--- src/rtl/key_conditioner_if.sv ---
// Signal bundle between the raw DE1 pins, the input conditioner and the Interlock controller.
// The conditioner sits on the slave side: it takes the raw pins and produces clean levels and pulses.
interface key_conditioner_if;
    logic [0:3] KEY;
    logic [0:9] SW;
    logic [0:3] key_level;
    logic [0:3] key_press;
    logic [0:9] sw_level;
    logic       sw_change;

    modport master (
        output KEY, SW,
        input  key_level, key_press, sw_level, sw_change
    );

    modport slave (
        input  KEY, SW,
        output key_level, key_press, sw_level, sw_change
    );
endinterface

--- src/rtl/key_conditioner.sv ---
// Synchronizes, debounces and edge-detects the DE1 pushbuttons and slide switches.
// Each of the 14 bits has its own stability counter; KEY bits are active-high after inversion.
module key_conditioner #(
    parameter int DEBOUNCE_CYCLES = 4,
    parameter int CNT_W           = 20
) (
    input  logic              clk,
    input  logic              rst,
    key_conditioner_if.slave  bus
);

    localparam int NB = 14;
    localparam logic [CNT_W-1:0] TC = CNT_W'(DEBOUNCE_CYCLES - 1);

    logic [0:3]       key_meta, key_sync;
    logic [0:9]       sw_meta, sw_sync;
    logic [0:NB-1]    din;
    logic [0:NB-1]    s_q;
    logic [0:NB-1]    s_nxt;
    logic [CNT_W-1:0] cnt [0:NB-1];
    logic [0:3]       key_press_q;
    logic             sw_change_q;

    // KEY flops idle high so a reset never looks like a press.
    always_ff @(posedge clk or negedge rst) begin
        if (!rst) begin
            key_meta <= '1;
            key_sync <= '1;
            sw_meta  <= '0;
            sw_sync  <= '0;
        end else begin
            key_meta <= bus.KEY;
            key_sync <= key_meta;
            sw_meta  <= bus.SW;
            sw_sync  <= sw_meta;
        end
    end

    assign din = {~key_sync, sw_sync};

    always_comb begin
        s_nxt = s_q;
        for (int i = 0; i < NB; i++) begin
            if (din[i] != s_q[i] && cnt[i] == TC)
                s_nxt[i] = din[i];
        end
    end

    always_ff @(posedge clk or negedge rst) begin
        if (!rst) begin
            s_q         <= '0;
            key_press_q <= '0;
            sw_change_q <= 1'b0;
            for (int i = 0; i < NB; i++)
                cnt[i] <= '0;
        end else begin
            s_q         <= s_nxt;
            key_press_q <= s_nxt[0:3] & ~s_q[0:3];
            sw_change_q <= |(s_nxt[4:13] ^ s_q[4:13]);
            for (int i = 0; i < NB; i++) begin
                if (din[i] == s_q[i] || cnt[i] == TC)
                    cnt[i] <= '0;
                else
                    cnt[i] <= cnt[i] + 1'b1;
            end
        end
    end

    assign bus.key_level = s_q[0:3];
    assign bus.sw_level  = s_q[4:13];
    assign bus.key_press = key_press_q;
    assign bus.sw_change = sw_change_q;

endmodule

--- src/flat_wrapper.sv ---
// flat-port wrapper written by rule: the top's interface ports become plain ports
module key_conditioner_flat 
#(
    parameter int DEBOUNCE_CYCLES = 4,
    parameter int CNT_W           = 20
)
  (clk, rst, bus_KEY, bus_SW, bus_key_level, bus_key_press, bus_sw_level, bus_sw_change);
  key_conditioner_if bus_i ();
  input  logic clk;
  input  logic rst;
  input wire logic [$bits(bus_i.KEY)-1:0] bus_KEY;
  input wire logic [$bits(bus_i.SW)-1:0] bus_SW;
  output wire logic [$bits(bus_i.key_level)-1:0] bus_key_level;
  output wire logic [$bits(bus_i.key_press)-1:0] bus_key_press;
  output wire logic [$bits(bus_i.sw_level)-1:0] bus_sw_level;
  output wire logic [$bits(bus_i.sw_change)-1:0] bus_sw_change;
  assign bus_i.KEY = bus_KEY;
  assign bus_i.SW = bus_SW;
  assign bus_key_level = bus_i.key_level;
  assign bus_key_press = bus_i.key_press;
  assign bus_sw_level = bus_i.sw_level;
  assign bus_sw_change = bus_i.sw_change;
  key_conditioner #(.DEBOUNCE_CYCLES(DEBOUNCE_CYCLES), .CNT_W(CNT_W)) u_core (.clk(clk), .rst(rst), .bus(bus_i));
endmodule
--- config.mk ---
export PLATFORM = sky130hd
export DESIGN_NAME = key_conditioner_flat
export DESIGN_NICKNAME = d
export VERILOG_FILES = /design/src/rtl/key_conditioner_if.sv /design/src/rtl/key_conditioner.sv /design/src/flat_wrapper.sv
export SDC_FILE = /design/constraint.sdc
export NUM_CORES = 1
export LEC_CHECK = 0
export BUFFER_PORTS_ARGS = -buffer_cell sky130_fd_sc_hd__clkbuf_2
export CORE_MARGIN = 3
export CORE_UTILIZATION = 57
export CTS_CLUSTER_DIAMETER = 60
export CTS_CLUSTER_SIZE = 16
export DETAILED_ROUTE_END_ITERATION = 10
export HOLD_SLACK_MARGIN = 0.05
export PLACE_DENSITY = 0.82
export SETUP_SLACK_MARGIN = 0.05
export SYNTH_ARGS = -nofsm -noshare
export SYNTH_HDL_FRONTEND = slang
export SYNTH_SLANG_ARGS = --single-unit
--- constraint.sdc ---
create_clock -name clk -period 1.7 [get_ports clk]
set_input_delay 0.34 -clock clk [delete_from_list [all_inputs] [get_ports clk]]
set_output_delay 0.34 -clock clk [all_outputs]
set_load 0.02 [all_outputs]
==> results of run 1 <==
cell families after synthesis:
family                   after synthesis  share of synthesized area, %
XOR/XNOR                             263                          15.2
multiplexers                          11                         0.810
flip-flops                           327                          54.1
AND/OR/NAND/NOR                      794                          26.4
adder cells (fa/ha/maj)               14                          1.16
buffers and inverters                 58                          1.85
AO/OA/AOI/OAI                         13                         0.463
cell usage after synthesis (8+ instances only):
cell type	instances	area share, %
dfrtp_1	319	53
nor2_1	318	7.9
xnor2_1	135	7.8
xor2_1	128	7.4
nand3_1	89	2.9
nand2_1	79	2.0
nand4_1	63	2.6
nor4_1	63	2.6
nor3_1	46	1.5
and4_1	36	2.1
and3_1	35	1.4
inv_1	26	0.64
buf_2	19	0.63
ha_1	14	1.2
mux2_2	10	0.74
nor4b_1	10	0.58
and2_1	9	0.37
clkbuf_1	9	0.22
nand2b_1	9	0.37
dfstp_2	8	1.4
path summary, 6_finish.rpt:
| kind | startpoint | endpoint | slack [ns] | depth (start not counted) |
|---|---|---|---|---|
| max in group asynchronous | rst | u_core.sw_meta[4] | 0.70 | 3 |
| max | u_core.cnt[73] | u_core.s_q[10] | -0.22 | 5 |
| min | rst | u_core.cnt[269] | 0.27 | 2 |
| min in group clk | u_core.sw_meta[4] | u_core.sw_sync[4] | 0.35 | 0 |
| max reg2reg | u_core.cnt[73] | u_core.s_q[10] | -0.22 | 5 |
| min reg2reg | u_core.sw_meta[4] | u_core.sw_sync[4] | 0.35 | 0 |
stage by stage:
stage                     TNS, ns  instance area (um^2)  hold slack [ns]  setup WS, ns
final                      -26.53                 21000            0.273        -0.216
after CTS                   -6.58                 19200            0.274        -0.107
after detailed placement   -16.23                 17300            0.244        -0.274
after global placement      -5.75                 17300            0.247        -0.108
after floorplan             -1.03                 15200           0.0444       -0.0828
after global routing       -43.11                 21000            0.287        -0.256
worst reg2reg max path, stage by stage (launching register included):
cell	delay [ns]
dfrtp_1	0.46
nor4_4	0.32
nand4_1	0.20
nor4_2	0.30
buf_4	0.20
mux2_4	0.31
area by class of cell:
class                   count  area, um^2
clock buffers              35         726
clock inverters            12         174
fillers                  1275        5060
inverters                  26        97.6
multi-input cells        1107        8860
flip-flops and latches    327        8200
well taps                 335         419
repair buffers            291        2520
report_power, final:
part | internal, uW | switching, uW
logic | 3520 | 4820
registers | 8370 | 612
clock network | 3630 | 2910
sequential cells by signal (all words and copies together), names as in the netlist:
signal                cells
u_core.bus.key_press      4
u_core.bus.sw_change      1
u_core.cnt              280
u_core.key_meta           4
u_core.key_sync           4
u_core.s_q               14
u_core.sw_meta           10
u_core.sw_sync           10
per-layer routing:
layer | up-vias | track usage, % | share of wire, %
met5 | - | 0 | 0
met4 | 0 | 6.42 | 4.3
met3 | 175 | 3.08 | 4.7
met2 | 545 | 42.6 | 53
met1 | 6622 | 31.0 | 38
li1 | 5658 | - | -
what timing repair did:
| item | 4_1_cts | 5_1_grt |
|---|---|---|
| resized for setup | 151 | 351 |
| setup buffers | 3 | 16 |
| setup endpoints to repair | 278 | 298 |
| pin swaps | 82 | 130 |
| hold buffers | 15 | 0 |
| endpoints found under the hold margin | 97 | 0 |
| gates cloned | 12 | 15 |
==> flow_metrics.env, run 1 <==
export IMPL_layout_commonest_cell="dfrtp_1"
export IMPL_n_antenna_cell=0
export IMPL_cp_max_fo=3
export IMPL_drt_wl_total_mm=44.1
export IMPL_setup_viol=236
export IMPL_coreArea_mm2=0.0261
export IMPL_synth_seq_cells=327
export IMPL_min_period_over_period_pct=113
export IMPL_port_buffers=34
export IMPL_drt_vias_per_instance=6.09
export IMPL_vias=13000
export IMPL_ys_flop_type="dfrtp_1"
export IMPL_mostFrequentLayoutCells="dfrtp_1, buf_4, xnor2_1"
export IMPL_cpLargestDelayFamily="simple AND/OR/NAND/NOR gates"
export IMPL_path_clk_slew_ns=0.07
export IMPL_hpwl_mm=20.7
export IMPL_maxSlewViolCount=0
export IMPL_synthToLayoutAreaGrowth_pct=38.6
export IMPL_first_pass_iters=6
export IMPL_power_density_mw_per_mm2=1140
export IMPL_setup_slack_ns=-0.216
export IMPL_leakagePower_uw=0.00870
export IMPL_path_cells="nor4_4 > nand4_1 > nor4_2 > buf_4 > mux2_4"
export IMPL_clock_sinks=327
export IMPL_async_reset_ff_share_pct=100
export IMPL_gp_congestion=0.849
export IMPL_slew_headroom_pct=36.8
export IMPL_violations="negative setup slack"
export IMPL_timing_worst_setup_path_type="reg2reg"
export IMPL_postRouteAntennaNets=0
export IMPL_grt_overflow_total=0
export IMPL_grt_pass1_wl_mm=58.0
export IMPL_yosysWarningCount=0
export IMPL_tritoncts="yes"
export IMPL_num_rows=59
export IMPL_numCtsBuffers=27
export IMPL_max_cap_violations=0
export IMPL_cp_end_kind="register"
export IMPL_clock_fmax_mhz=522
export IMPL_placed_cells=2025
export IMPL_die_w_um=169
export IMPL_wire_per_inst_um=20.7
export IMPL_finalHoldViolCount=0
export IMPL_crit_path_start_kind="register"
export IMPL_grt_antenna_before_repair=0
export IMPL_grt_max_degree=56
export IMPL_min_period_ns=1.92
export IMPL_track_usage_pct=23.9
export IMPL_synth_distinct_cells=43
export IMPL_worstMarginPinSlew_ns=0.943
export IMPL_outcome="finished with violations"
export IMPL_synth_cells=1480
export IMPL_grt_pass1_vias=12400
export IMPL_cp_data_arrival_time_ns=2.34
export IMPL_synth_nets=1510
export IMPL_drive_above_1_share_pct=39.1
export IMPL_nets=1810
export IMPL_design_power_total_uw=23900
export IMPL_root_buffer="clkbuf_16"
export IMPL_drt_iter0_drc=1103
export IMPL_insertion_delay_ns=0.54
export IMPL_ys_seq_area_share_pct=54.1
export IMPL_rsz0062_at_grt="true"
export IMPL_start_util_pct=58.1
export IMPL_critPathBufInv=1
export IMPL_fin_util_pct=80.6
export IMPL_critical_path_max_stage_delay_ns=0.46
export IMPL_final_cells=2133
export IMPL_synth_edf_count=0
export IMPL_cp_required_ns=2.13
export IMPL_cts_htree_levels=1
export IMPL_hold_path_class="in2async"
export IMPL_drcViolationCount=0
export IMPL_num_io_pins=35
export IMPL_ir_worst_vdd_v=0.00123
export IMPL_dieHeight_um=169
export IMPL_finalClockSkew_ns=0.0104
export IMPL_cts_buffer_depth=3
export IMPL_critPathSlowestCell="dfrtp_1"
export IMPL_dieArea_mm2=0.0286
export IMPL_postSynthAreaPerCell_um2=10.2
export IMPL_synth_area_mm2=0.0151
(Power assumes the default switching activity.)
==> run 2, diff against run 1 <==
- CAP_MARGIN: not set -> 15
- SKIP_LAST_GASP: not set -> 1
==> run 2 against run 1 <==
Against the previous run:
- clock skew about the same
- largest cell class unchanged
- clock-buffer cell count stayed put
- via count is 0.21% lower
- total power rose by 1.3%
- largest power group unchanged
- global-route usage down 0.35 points
- clock power is essentially flat
- sequential power is essentially flat
- the flow still finishes with violations (negative setup slack)
==> flow_metrics.env, run 2 (synthesis results as in run 1) <==
export IMPL_regArea_mm2=0.00820
export IMPL_max_cap_violations=0
export IMPL_wire_per_inst_um=20.9
export IMPL_finalClockSkew_ns=0.0101
export IMPL_violations="negative setup slack"
export IMPL_track_usage_pct=23.5
export IMPL_drive_above_1_share_pct=40.0
export IMPL_top_register="u_core.cnt"
export IMPL_cp_data_arrival_time_ns=2.37
export IMPL_layout_commonest_cell="dfrtp_1"
export IMPL_min_period_over_period_pct=115
export IMPL_multi_input_area_mm2=0.00899
export IMPL_leakagePower_uw=0.00873
export IMPL_worstMarginPinSlew_ns=1.16
export IMPL_slew_headroom_pct=21.8
export IMPL_cts_htree_levels=1
export IMPL_cp_required_ns=2.12
export IMPL_start_util_pct=58.1
export IMPL_min_period_ns=1.95
export IMPL_path_cells="ha_2 > nor4b_4 > nand4_1 > nor4_2 > buf_4 > mux2_2"
export IMPL_hpwl_mm=20.7
export IMPL_fillers=1199
export IMPL_cp_end_kind="register"
export IMPL_cts_buffer_depth=3
export IMPL_post_dp_cell_area_mm2=0.0173
export IMPL_grt_overflow_total=0
export IMPL_port_buffers=34
export IMPL_insertion_delay_ns=0.54
export IMPL_maxSlewViolCount=0
export IMPL_tritoncts="yes"
export IMPL_postRouteAntennaNets=0
export IMPL_ir_worst_vdd_v=0.00127
export IMPL_cp_max_fo=2
export IMPL_grt_pass1_wl_mm=57.3
export IMPL_critPathSlowestCell="dfrtp_1"
export IMPL_timing_worst_setup_path_type="reg2reg"
export IMPL_clock_sinks=327
export IMPL_dieArea_mm2=0.0286
export IMPL_largest_reg_flops=280
export IMPL_holdWs_ns=0.278
export IMPL_gp_congestion=0.849
export IMPL_grt_antenna_before_repair=0
export IMPL_cpLargestDelayFamily="simple AND/OR/NAND/NOR gates"
export IMPL_final_cell_area_mm2=0.0212
export IMPL_setup_viol=249
export IMPL_outcome="finished with violations"
export IMPL_die_w_um=169
export IMPL_first_pass_iters=6
export IMPL_setup_slack_ns=-0.248
export IMPL_drt_wl_total_mm=44.7
export IMPL_critPathBufInv=1
export IMPL_num_rows=59
export IMPL_crit_path_start_kind="register"
export IMPL_mostFrequentLayoutCells="dfrtp_1, buf_4, xnor2_1"
export IMPL_clock_fmax_mhz=513
export IMPL_grt_max_degree=56
export IMPL_top_regs="u_core.cnt: 280 flops, u_core.s_q: 14 flops"
export IMPL_root_buffer="clkbuf_16"
export IMPL_power_density_mw_per_mm2=1140
export IMPL_synthToLayoutAreaGrowth_pct=40.1
export IMPL_numCtsBuffers=27
export IMPL_coreArea_mm2=0.0261
export IMPL_path_clk_slew_ns=0.07
export IMPL_n_antenna_cell=0
export IMPL_num_io_pins=35
export IMPL_finalHoldViolCount=0
export IMPL_nets=1815
export IMPL_critical_path_max_stage_delay_ns=0.37
export IMPL_rsz0062_at_grt="true"
export IMPL_drcViolationCount=0
export IMPL_vias=13000
export IMPL_fin_util_pct=81.4
export IMPL_drt_iter0_drc=1266
export IMPL_drt_vias_per_instance=6.07
export IMPL_hold_path_class="in2async"
export IMPL_dieHeight_um=169
export IMPL_grt_pass1_vias=12300
run 2: path summary, 6_finish.rpt:
kind / start / endpoint / slack [ns] / cells past startpoint
worst max-delay path: u_core.cnt[40] / u_core.s_q[11] / -0.25 / 6
worst min-delay path: rst / u_core.cnt[279] / 0.28 / 2
worst max register to register: u_core.cnt[40] / u_core.s_q[11] / -0.25 / 6
worst min register to register: u_core.sw_meta[8] / u_core.sw_sync[8] / 0.35 / 0
max in group asynchronous: rst / u_core.sw_meta[4] / 0.68 / 3
min in group clk: u_core.sw_meta[8] / u_core.sw_sync[8] / 0.35 / 0
run 2: area by class of cell:
type | count | area share [%]
flip-flops and latches | 327 | 38.6
well taps | 335 | 1.98
inverters | 26 | 0.460
clock inverters | 12 | 0.820
clock buffers | 35 | 3.42
repair buffers | 298 | 12.3
multi-input cells | 1105 | 42.4
run 2: what timing repair did:
item,4_1_cts,5_1_grt
hold buffers,15,0
gates resized for setup,136,400
endpoints found under the hold margin,97,0
gates cloned,12,17
pin swaps,79,150
setup buffers,3,20
endpoints found under the setup margin,278,299
run 2: routing by layer:
metal / global-route usage [%] / vias to the layer above / part of all wire (%)
li1: - / 5678 / -
met1: 30.6 / 6554 / 38
met2: 42.0 / 555 / 53
met3: 3.04 / 186 / 4.6
met4: 6.10 / 0 / 4.7
met5: 0 / - / 0
run 2: power by group:
| part | leakage (uW) | switching (uW) | total, uW | internal [uW] |
|---|---|---|---|---|
| sequential | 0.00442 | 604 | 8970 | 8360 |
| combinational | 0.00388 | 4970 | 8640 | 3670 |
| clock | 0.000428 | 2940 | 6570 | 3630 |
| total | 0.00873 | 8520 | 24200 | 15700 |
run 2: stage by stage:
| stage | total power (uW) | std cells | setup TNS, ns | setup WS (ns) |
|---|---|---|---|---|
| floorplan | 11600 | 1480 | -1.03 | -0.0828 |
| global placement | 13200 | 2025 | -5.75 | -0.108 |
| detailed placement | 13400 | 2025 | -16.23 | -0.274 |
| CTS | 20900 | 2102 | -6.61 | -0.107 |
| global route | 25000 | 2138 | -50.00 | -0.291 |
| finish | 24200 | 2138 | -31.65 | -0.248 |
==> run 3, diff against run 2 <==
- CORE_UTILIZATION: 57 -> 55
- PLACE_DENSITY: 0.82 -> 0.79
==> run 3 against run 2 <==
Against the previous run:
- the run still ends with negative setup slack left
- utilization down 2.3 points
- final cell count up 1.4%
- clock skew increased by 0.0051 ns
- via count is 1.4% higher
- register-to-register slack got worse by 0.14 ns
- sequential share of layout area fell by 0.31 points
- largest power group unchanged
- first-iteration DRC count shrank 19%
- wire length is 0.47% lower
- clock power grew 11%
- setup slack lost 0.14 ns
==> flow_metrics.env, run 3 (synthesis results as in run 1) <==
export IMPL_outcome="finished with violations"
export IMPL_violations="negative setup slack"
export IMPL_num_io_pins=35
export IMPL_grt_antenna_before_repair=0
export IMPL_insertion_delay_ns=0.57
export IMPL_clock_sinks=327
export IMPL_dp_slack_ns=-0.441
export IMPL_critical_path_max_stage_delay_ns=0.67
export IMPL_maxSlewViolCount=0
export IMPL_rsz0062_at_grt="true"
export IMPL_post_dp_cell_area_mm2=0.0175
export IMPL_grt_busiest_layer="met2"
export IMPL_cts_buffer_depth=3
export IMPL_drt_iter0_drc=1031
export IMPL_clock_fmax_mhz=479
export IMPL_drcViolationCount=0
export IMPL_root_buffer="clkbuf_16"
export IMPL_path_clk_slew_ns=0.07
export IMPL_synthToLayoutAreaGrowth_pct=41.2
export IMPL_setup_viol=215
export IMPL_ir_worst_vdd_v=0.000948
export IMPL_finalHoldViolCount=0
export IMPL_port_buffers=34
export IMPL_cp_max_fo=8
export IMPL_num_rows=60
export IMPL_n_antenna_cell=0
export IMPL_cp_required_ns=2.14
export IMPL_die_w_um=172
export IMPL_finalClockSkew_ns=0.0153
export IMPL_cp_data_arrival_time_ns=2.53
export IMPL_grt_pass1_vias=12300
export IMPL_numCtsBuffers=29
export IMPL_min_period_over_period_pct=123
export IMPL_start_util_pct=56.0
export IMPL_mostFrequentLayoutCells="dfrtp_1, buf_4, nor2_1"
export IMPL_drive_above_1_share_pct=38.7
export IMPL_leakagePower_uw=0.00896
export IMPL_layout_commonest_cell="dfrtp_1"
export IMPL_track_usage_pct=23.3
export IMPL_top_regs="u_core.cnt: 280 flops, u_core.s_q: 14 flops"
export IMPL_top_register="u_core.cnt"
export IMPL_coreArea_mm2=0.0270
export IMPL_grtUsageMet3_pct=3.06
export IMPL_met1_usage_pct=30.7
export IMPL_largest_reg_flops=280
export IMPL_dieArea_mm2=0.0296
export IMPL_first_pass_iters=5
export IMPL_design_power_total_uw=25000
export IMPL_timing_worst_setup_path_type="reg2reg"
export IMPL_crit_path_start_kind="register"
export IMPL_tns_ns=-31.42
export IMPL_grt_pass1_wl_mm=57.9
export IMPL_grt_max_degree=51
export IMPL_drt_vias_per_instance=6.07
export IMPL_grt_util_met2_pct=40.8
export IMPL_cp_end_kind="register"
export IMPL_gp_congestion=0.829
export IMPL_postRouteAntennaNets=0
export IMPL_path_cells="nor4_1 > nand4_1 > or4b_4 > nand2_8 > nor2_2"
export IMPL_min_period_ns=2.09
export IMPL_hpwl_mm=20.3
export IMPL_tritoncts="yes"
export IMPL_drt_wl_total_mm=44.5
export IMPL_critPathBufInv=0
export IMPL_hold_path_class="in2async"
export IMPL_dieHeight_um=172
export IMPL_reg2reg_slack_ns=-0.39
export IMPL_power_density_mw_per_mm2=1170
export IMPL_critPathSlowestCell="or4b_4"
export IMPL_max_cap_violations=0
export IMPL_cpLargestDelayFamily="simple AND/OR/NAND/NOR gates"
export IMPL_final_cell_area_mm2=0.0214
export IMPL_grt_overflow_total=0
export IMPL_vias=13200
export IMPL_setup_slack_ns=-0.386
export IMPL_nets=1842
export IMPL_slew_headroom_pct=32.4
export IMPL_worstMarginPinSlew_ns=1.01
export IMPL_cts_htree_levels=1
export IMPL_wire_per_inst_um=20.5
## run 3: power breakdown
part	leakage, uW	internal (uW)	switching, uW	total [uW]
Clock	0.000500	4140	3130	7270
Combinational	0.00404	3860	4900	8760
Sequential	0.00443	8370	607	8970
## run 3: timing repair
action	4_1_cts	5_1_grt
hold buffers	15	0
setup buffers	15	25
gates resized for setup	129	359
endpoints found under the setup margin	277	298
pin swaps	66	139
cloned	14	15
hold endpoints to repair	83	0
## run 3: cell type report
| type | count | area (um^2) |
|---|---|---|
| fill | 1399 | 5640 |
| sequential | 327 | 8200 |
| clock inverter | 15 | 267 |
| timing repair buffer | 321 | 2830 |
| inverter | 26 | 97.6 |
| tap | 341 | 427 |
| clock buffer | 32 | 757 |
| multi-input combinational | 1107 | 8800 |
## run 3: final timing paths
check	start	endpoint	cells past startpoint
max in group asynchronous	rst	u_core.key_meta[1]	3
worst min-delay path	rst	u_core.cnt[278]	2
worst min register to register	u_core.sw_meta[2]	u_core.sw_sync[2]	0
worst max register to register	u_core.cnt[208]	u_core.cnt[205]	5
worst max-delay path	u_core.cnt[208]	u_core.cnt[205]	5
min in group clk	u_core.sw_meta[2]	u_core.sw_sync[2]	0
## run 3: metrics by stage
step | hold WS [ns] | utilization (%) | cells
global route | 0.301 | 79.1 | 2169
floorplan | 0.0444 | - | 1480
detailed placement | 0.278 | 64.7 | 2044
finish | 0.279 | 79.1 | 2169
global placement | 0.272 | 64.7 | 2044
CTS | 0.285 | 72.4 | 2134
## run 3: layer usage
layer,part of all wire (%),vias to the layer above
met5,0,-
met4,5.0,0
met3,5.1,212
met2,51,612
met1,38,6595
li1,-,5737
